### src/rtl/uart_pkg.sv
`default_nettype none
// ============================================================================
// Module      : uart_pkg
// Description : Shared UART definitions: baud-select codes, half-bit counts
//               at 50 MHz, and receiver state encodings.
// Revision    : 1.0 - initial release
// ============================================================================
package uart_pkg;

    localparam logic [1:0] c_baud_2400  = 2'b00;
    localparam logic [1:0] c_baud_4800  = 2'b01;
    localparam logic [1:0] c_baud_9600  = 2'b10;
    localparam logic [1:0] c_baud_19200 = 2'b11;

    localparam logic [14:0] c_half_2400  = 15'd10417;
    localparam logic [14:0] c_half_4800  = 15'd5208;
    localparam logic [14:0] c_half_9600  = 15'd2604;
    localparam logic [14:0] c_half_19200 = 15'd1302;

    typedef enum logic [2:0] {
        ST_IDLE   = 3'd0,
        ST_START  = 3'd1,
        ST_DATA   = 3'd2,
        ST_PARITY = 3'd3,
        ST_STOP   = 3'd4
    } rx_state_e;

endpackage
`default_nettype wire

### src/rtl/sync_2ff.sv
`default_nettype none
// ============================================================================
// Module      : sync_2ff
// Description : Two-flop synchronizer with a selectable reset value.
// Revision    : 1.0 - initial release
// ============================================================================
module sync_2ff #(
    parameter logic RESET_VAL = 1'b1
) (
    input  logic clock,
    input  logic reset,
    input  logic d_i,
    output logic q_o
);

    logic meta_q;
    logic sync_q;

    always_ff @(posedge clock or negedge reset) begin
        if (!reset) begin
            meta_q <= RESET_VAL;
            sync_q <= RESET_VAL;
        end else begin
            meta_q <= d_i;
            sync_q <= meta_q;
        end
    end

    assign q_o = sync_q;

endmodule
`default_nettype wire

### src/rtl/uart_rx.sv
`default_nettype none
// ============================================================================
// Module      : uart_rx
// Description : UART receiver, 8N1/8P1 at four rates, with a single-entry
//               holding register, ready/ack handshake and per-frame errors.
// Revision    : 1.0 - initial release
// ============================================================================
module uart_rx
    import uart_pkg::*;
#(
    parameter int unsigned      DATA_BITS  = 8,
    parameter int unsigned      CNT_W      = 15,
    parameter logic [CNT_W-1:0] HALF_2400  = CNT_W'(c_half_2400),
    parameter logic [CNT_W-1:0] HALF_4800  = CNT_W'(c_half_4800),
    parameter logic [CNT_W-1:0] HALF_9600  = CNT_W'(c_half_9600),
    parameter logic [CNT_W-1:0] HALF_19200 = CNT_W'(c_half_19200)
) (
    input  logic                 clock,
    input  logic                 reset,
    input  logic                 rx,
    input  logic [1:0]           baud_rate,
    input  logic                 parity_en,
    input  logic                 parity_odd,
    input  logic                 rx_ack,
    output logic [DATA_BITS-1:0] rx_data,
    output logic                 rx_ready,
    output logic                 parity_err,
    output logic                 frame_err,
    output logic                 overrun
);

    localparam int unsigned c_bit_w = $clog2(DATA_BITS);

    logic                 rx_sync;
    logic                 rx_prev_q;
    rx_state_e            state_q, state_d;
    logic [CNT_W-1:0]     cnt_q, cnt_d;
    logic [CNT_W-1:0]     half_q;
    logic [c_bit_w-1:0]   bit_cnt_q;
    logic                 par_en_q, par_odd_q, par_bit_q;
    logic [DATA_BITS-1:0] shift_q;
    logic [DATA_BITS-1:0] rx_data_q;
    logic                 rx_ready_q, parity_err_q, frame_err_q, overrun_q;

    logic [CNT_W-1:0]     w_half_sel, w_full;
    logic                 w_edge, w_tick_half, w_tick_full, w_last_bit, w_par_err;
    logic                 w_start, w_shift, w_par_smp, w_done, w_cnt_clr;

    sync_2ff #(.RESET_VAL(1'b1)) u_sync (
        .clock (clock),
        .reset (reset),
        .d_i   (rx),
        .q_o   (rx_sync)
    );

    always_comb begin
        w_half_sel = HALF_2400;
        case (baud_rate)
            c_baud_4800:  w_half_sel = HALF_4800;
            c_baud_9600:  w_half_sel = HALF_9600;
            c_baud_19200: w_half_sel = HALF_19200;
            default:      w_half_sel = HALF_2400;
        endcase
    end

    assign w_edge      = rx_prev_q & ~rx_sync;
    assign w_full      = {half_q[CNT_W-2:0], 1'b0};
    assign w_tick_half = (cnt_q == half_q - CNT_W'(1));
    assign w_tick_full = (cnt_q == w_full - CNT_W'(1));
    assign w_last_bit  = (bit_cnt_q == c_bit_w'(DATA_BITS - 1));
    assign w_par_err   = par_en_q & (par_bit_q ^ (^shift_q) ^ par_odd_q);
    assign cnt_d       = w_cnt_clr ? '0 : cnt_q + CNT_W'(1);

    always_ff @(posedge clock or negedge reset) begin
        if (!reset) state_q <= ST_IDLE;
        else        state_q <= state_d;
    end

    always_comb begin
        state_d = state_q;
        case (state_q)
            ST_IDLE:   if (w_edge)      state_d = ST_START;
            ST_START:  if (w_tick_half) state_d = rx_sync ? ST_IDLE : ST_DATA;
            ST_DATA:   if (w_tick_full && w_last_bit)
                           state_d = par_en_q ? ST_PARITY : ST_STOP;
            ST_PARITY: if (w_tick_full) state_d = ST_STOP;
            ST_STOP:   if (w_tick_full) state_d = ST_IDLE;
            default:                    state_d = ST_IDLE;
        endcase
    end

    always_comb begin
        w_start   = 1'b0;
        w_shift   = 1'b0;
        w_par_smp = 1'b0;
        w_done    = 1'b0;
        w_cnt_clr = 1'b0;
        case (state_q)
            ST_IDLE:   begin w_start   = w_edge;      w_cnt_clr = 1'b1;        end
            ST_START:  begin                          w_cnt_clr = w_tick_half; end
            ST_DATA:   begin w_shift   = w_tick_full; w_cnt_clr = w_tick_full; end
            ST_PARITY: begin w_par_smp = w_tick_full; w_cnt_clr = w_tick_full; end
            ST_STOP:   begin w_done    = w_tick_full; w_cnt_clr = w_tick_full; end
            default:   begin                          w_cnt_clr = 1'b1;        end
        endcase
    end

    always_ff @(posedge clock or negedge reset) begin
        if (!reset) begin
            rx_prev_q    <= 1'b1;
            cnt_q        <= '0;
            half_q       <= '0;
            bit_cnt_q    <= '0;
            par_en_q     <= 1'b0;
            par_odd_q    <= 1'b0;
            par_bit_q    <= 1'b0;
            shift_q      <= '0;
            rx_data_q    <= '0;
            rx_ready_q   <= 1'b0;
            parity_err_q <= 1'b0;
            frame_err_q  <= 1'b0;
            overrun_q    <= 1'b0;
        end else begin
            rx_prev_q <= rx_sync;
            cnt_q     <= cnt_d;
            // Frame configuration is frozen at the start edge
            if (w_start) begin
                half_q    <= w_half_sel;
                par_en_q  <= parity_en;
                par_odd_q <= parity_odd;
                bit_cnt_q <= '0;
            end
            if (w_shift) begin
                shift_q   <= {rx_sync, shift_q[DATA_BITS-1:1]};
                bit_cnt_q <= bit_cnt_q + c_bit_w'(1);
            end
            if (w_par_smp) par_bit_q <= rx_sync;

            if (w_done) begin
                if (!rx_ready_q || rx_ack) begin
                    rx_data_q    <= shift_q;
                    parity_err_q <= w_par_err;
                    frame_err_q  <= ~rx_sync;
                    rx_ready_q   <= 1'b1;
                    overrun_q    <= 1'b0;
                end else begin
                    overrun_q    <= 1'b1;
                end
            end else if (rx_ack && rx_ready_q) begin
                rx_ready_q <= 1'b0;
                overrun_q  <= 1'b0;
            end
        end
    end

    assign rx_data    = rx_data_q;
    assign rx_ready   = rx_ready_q;
    assign parity_err = parity_err_q;
    assign frame_err  = frame_err_q;
    assign overrun    = overrun_q;

endmodule
`default_nettype wire
### config.mk
export PLATFORM = sky130hd
export DESIGN_NAME = uart_rx
export DESIGN_NICKNAME = d
export VERILOG_FILES = /design/src/rtl/uart_pkg.sv /design/src/rtl/sync_2ff.sv /design/src/rtl/uart_rx.sv
export SDC_FILE = /design/constraint.sdc
export NUM_CORES = 1
export LEC_CHECK = 0
export ABC_AREA = 1
export CAP_MARGIN = 30
export CORE_MARGIN = 4
export CORE_UTILIZATION = 45
export CTS_CLUSTER_DIAMETER = 40
export CTS_CLUSTER_SIZE = 16
export DETAILED_ROUTE_END_ITERATION = 12
export SYNTH_ARGS = -nofsm -noshare
export SYNTH_HDL_FRONTEND = slang
export SYNTH_HIERARCHICAL = 1
export SYNTH_SLANG_ARGS = --single-unit
### constraint.sdc
create_clock -name clock -period 5.1 [get_ports clock]
set_input_delay 0.765 -clock clock [delete_from_list [all_inputs] [get_ports clock]]
set_output_delay 0.765 -clock clock [all_outputs]
set_load 0.005 [all_outputs]
==> flow_metrics.env <==
export IMPL_status="complete, no violations"
export IMPL_vias=3178
export IMPL_globalRouteOverflowTotal=0
export IMPL_holdCritStartpoint="u_sync/meta_q"
export IMPL_synth_mux_area_fraction_pct=0
export IMPL_antenna_left=0
export IMPL_path_common_cell="nand2_1"
export IMPL_fmax_mhz=327
export IMPL_syn_avg_cell_area_um2=7.17
export IMPL_synth_commonest_cells="nand2_1, nand3_1, dfrtp_1"
export IMPL_clock_latency_ns=0.32
export IMPL_cp_slowest_cell="dfrtp_1"
export IMPL_p_leak_nw=1.98
export IMPL_layout_area_overhead_vs_synth_pct=9.65
export IMPL_setup_viol=0
export IMPL_wl_mm=8.68
export IMPL_initial_core_util_pct=46.6
export IMPL_whs_endpoint="u_sync/q_o"
export IMPL_synth_top_family_by_area="simple AND/OR/NAND/NOR gates"
export IMPL_drtPass1Iterations=4
export IMPL_place_ws_ns=2.04
export IMPL_cts_sinks=56
export IMPL_synth_edf_count=0
export IMPL_drcViolationCount=0
export IMPL_placed_area_um2=3870
export IMPL_num_rows=32
export IMPL_p_per_area_nw_per_um2=478
export IMPL_ys_warnings_count=6
export IMPL_ys_types=33
export IMPL_worst_pin_slew_ns=0.705
export IMPL_setup_worst_path_class="reg2reg"
export IMPL_antenna_found_initial=0
export IMPL_wl_per_cell_um=13.9
export IMPL_die_width_um=97.7
export IMPL_rrSetupSlack_ns=2.04
export IMPL_htree_num_levels=2
export IMPL_hold_viol_final=0
export IMPL_path_max_fanout=21
export IMPL_slew_viol_final=0
export IMPL_synthFlopType="dfrtp_1"
export IMPL_r2r_end="rx_data[2]"
export IMPL_grt_setup_unrepaired="no"
export IMPL_crit_buf_inv=1
export IMPL_avgViaCountPerCell=5.08
export IMPL_grt_pass1_wl_mm=15.0
export IMPL_hold_path_depth=0
export IMPL_r2r_start="half_q[7]"
export IMPL_slowest_delay_ns=0.43
export IMPL_drv_cap=0
export IMPL_synth_area_um2=3620
export IMPL_cts_tree="yes"
export IMPL_skew_ns=0.0152
export IMPL_io_pins=20
export IMPL_ys_ff_latch=56
export IMPL_cts_root_buffer="clkbuf_8"
export IMPL_port_buffers=19
export IMPL_die_h_um=97.7
export IMPL_finish_utilization_pct=51.1
export IMPL_fin_crit_ns=3.06
export IMPL_path_cells="inv_2, ha_1, nand2_2, nor2_1, nand2_1, nand2_1, nand2_2, nand2_1, nand2_1, nor3_2, nand3_2, nor2_4, nand3_1, nand2_1, nand2_1"
export IMPL_dieArea_um2=9540
export IMPL_synth_simple_area_share_pct=42.1
export IMPL_layout_setup_ws_ns=2.04
export IMPL_netlist_instances=505
export IMPL_cts_buffers=5
export IMPL_synth_most_common_cell="nand2_1"
export IMPL_cp_end_kind="flip-flop"
export IMPL_coreArea_um2=7770
export IMPL_synth_fa_ha_area_share_pct=3.11
export IMPL_crit_path_start_kind="flip-flop"
export IMPL_period_share_pct=59.9
export IMPL_slew_headroom_pct=53.0
export IMPL_yosysTopAreaCell="dfrtp_1"
export IMPL_synth_top_area_share_pct=36.7
export IMPL_drive_above_1_share_pct=7.46
export IMPL_ctsHoldBuffers=0
export IMPL_min_path_type="reg2reg"
export IMPL_ys_seq_area_share_pct=38.8
export IMPL_peakVddDrop_mv=0.325
export IMPL_yosys_top_cells_area="dfrtp_1, nand2_1, nand3_1, nor2_1, inv_1"
export IMPL_gp_congestion=0.999
export IMPL_design_area_um2=3970
export IMPL_synth_xor_area_share_pct=4.84
export IMPL_grt_total_usage_pct=19.2
export IMPL_worstPathArrival_ns=3.28
export IMPL_cts_setup_buffers=0
export IMPL_cts_resized=0
export IMPL_dpl_hpwl_mm=6.80
export IMPL_crit_family="simple AND/OR/NAND/NOR gates"
export IMPL_syn_num_nets=522
export IMPL_grt_pass1_vias=3024
export IMPL_synth_compound_area_share_pct=3.73
export IMPL_cp_required_ns=5.32
export IMPL_diodes=0
export IMPL_nets=539
export IMPL_clk_path_buf_depth=2
export IMPL_nFillCells=789
export IMPL_tns_ns=0
export IMPL_ff2ff_path_depth=15
export IMPL_whs_ns=0.362
export IMPL_clkTransAtPathRegs_ns=0.11
export IMPL_async_flop_share_pct=100
export IMPL_drt_iter0_drc=205
export IMPL_grt_max_degree=57
-- cells in the final DEF, fill, tap and decap left out, types with 4 or more instances in the layout --
cell,count
nand2_1,167
nor2_1,48
inv_1,47
nand4_1,17
nor3_1,7
a21oi_1,4
xor2_1,13
nor2_4,4
ha_1,9
nand2_2,8
clkdlybuf4s50_1,18
dfrtp_1,53
clkbuf_8,5
o21ai_0,15
inv_2,5
xnor2_1,7
nand3_1,67
-- stage by stage --
stage          power [mW]  cells
3_5_place_dp         1.63    617
2_1_floorplan        1.40    505
3_3_place_gp         1.63    617
4_1_cts              1.91    625
5_1_grt              2.09    625
6_report             1.90    625
-- cell families (layout without fill, tap and decap cells) --
| logic type | count (synthesis) | in the layout |
|---|---|---|
| and+or+nand+nor | 332 | 332 |
| buffers and inverters | 63 | 81 |
| DFF | 56 | 56 |
| AOI/OAI and AO/OA | 25 | 25 |
| xor gates and xnor gates | 20 | 20 |
| adders and majority gates | 9 | 9 |
-- routing by layer --
metal / vias up / routed length [um] / global-route usage [%]
li1: 1657 / - / -
met3: 11 / 360 / 3.02
met2: 60 / 3800 / 30.0
met4: 0 / 163 / 4.90
met5: - / 0 / 0
met1: 1450 / 4350 / 27.8
-- cell type report --
cell class | instances | area (um^2) | share of cell area (%)
multi-input cells | 386 | 1950 | 49.0
flip-flops and latches | 56 | 1410 | 35.4
repair buffers | 21 | 200 | 5.05
inverters | 52 | 195 | 4.92
well taps | 102 | 128 | 3.22
clock buffers | 5 | 68.8 | 1.73
clock inverters | 3 | 25.0 | 0.631
-- worst max path at each step --
stage,startpoint,endpoint,slack [ns],depth (start not counted)
after floorplan,half_q[7],bit_cnt_q[0],2.79,18
after global placement,half_q[7],overrun,2.14,15
after detailed placement,half_q[7],rx_data[4],2.04,15
after CTS,half_q[7],rx_data[4],2.04,15
after global routing,half_q[7],rx_data[1],1.64,15
final,half_q[7],rx_data[2],2.04,15
-- flip-flops by register name, summed over array words and instances (netlist names) --
signal / flops
rx_ready: 1
u_sync/q_o: 1
par_odd_q: 1
frame_err: 1
par_en_q: 1
rx_data: 8
shift_q: 8
rx_prev_q: 1
overrun: 1
state_q: 3
par_bit_q: 1
u_sync/meta_q: 1
half_q: 9
bit_cnt_q: 3
cnt_q: 15
parity_err: 1
-- power breakdown --
part           internal, mW  total (mW)  switching, mW
registers             0.508       0.604         0.0965
logic                 0.328        1.03          0.705
clock network         0.101       0.262          0.161
total                 0.936        1.90          0.962
(Power assumes the default switching activity.)
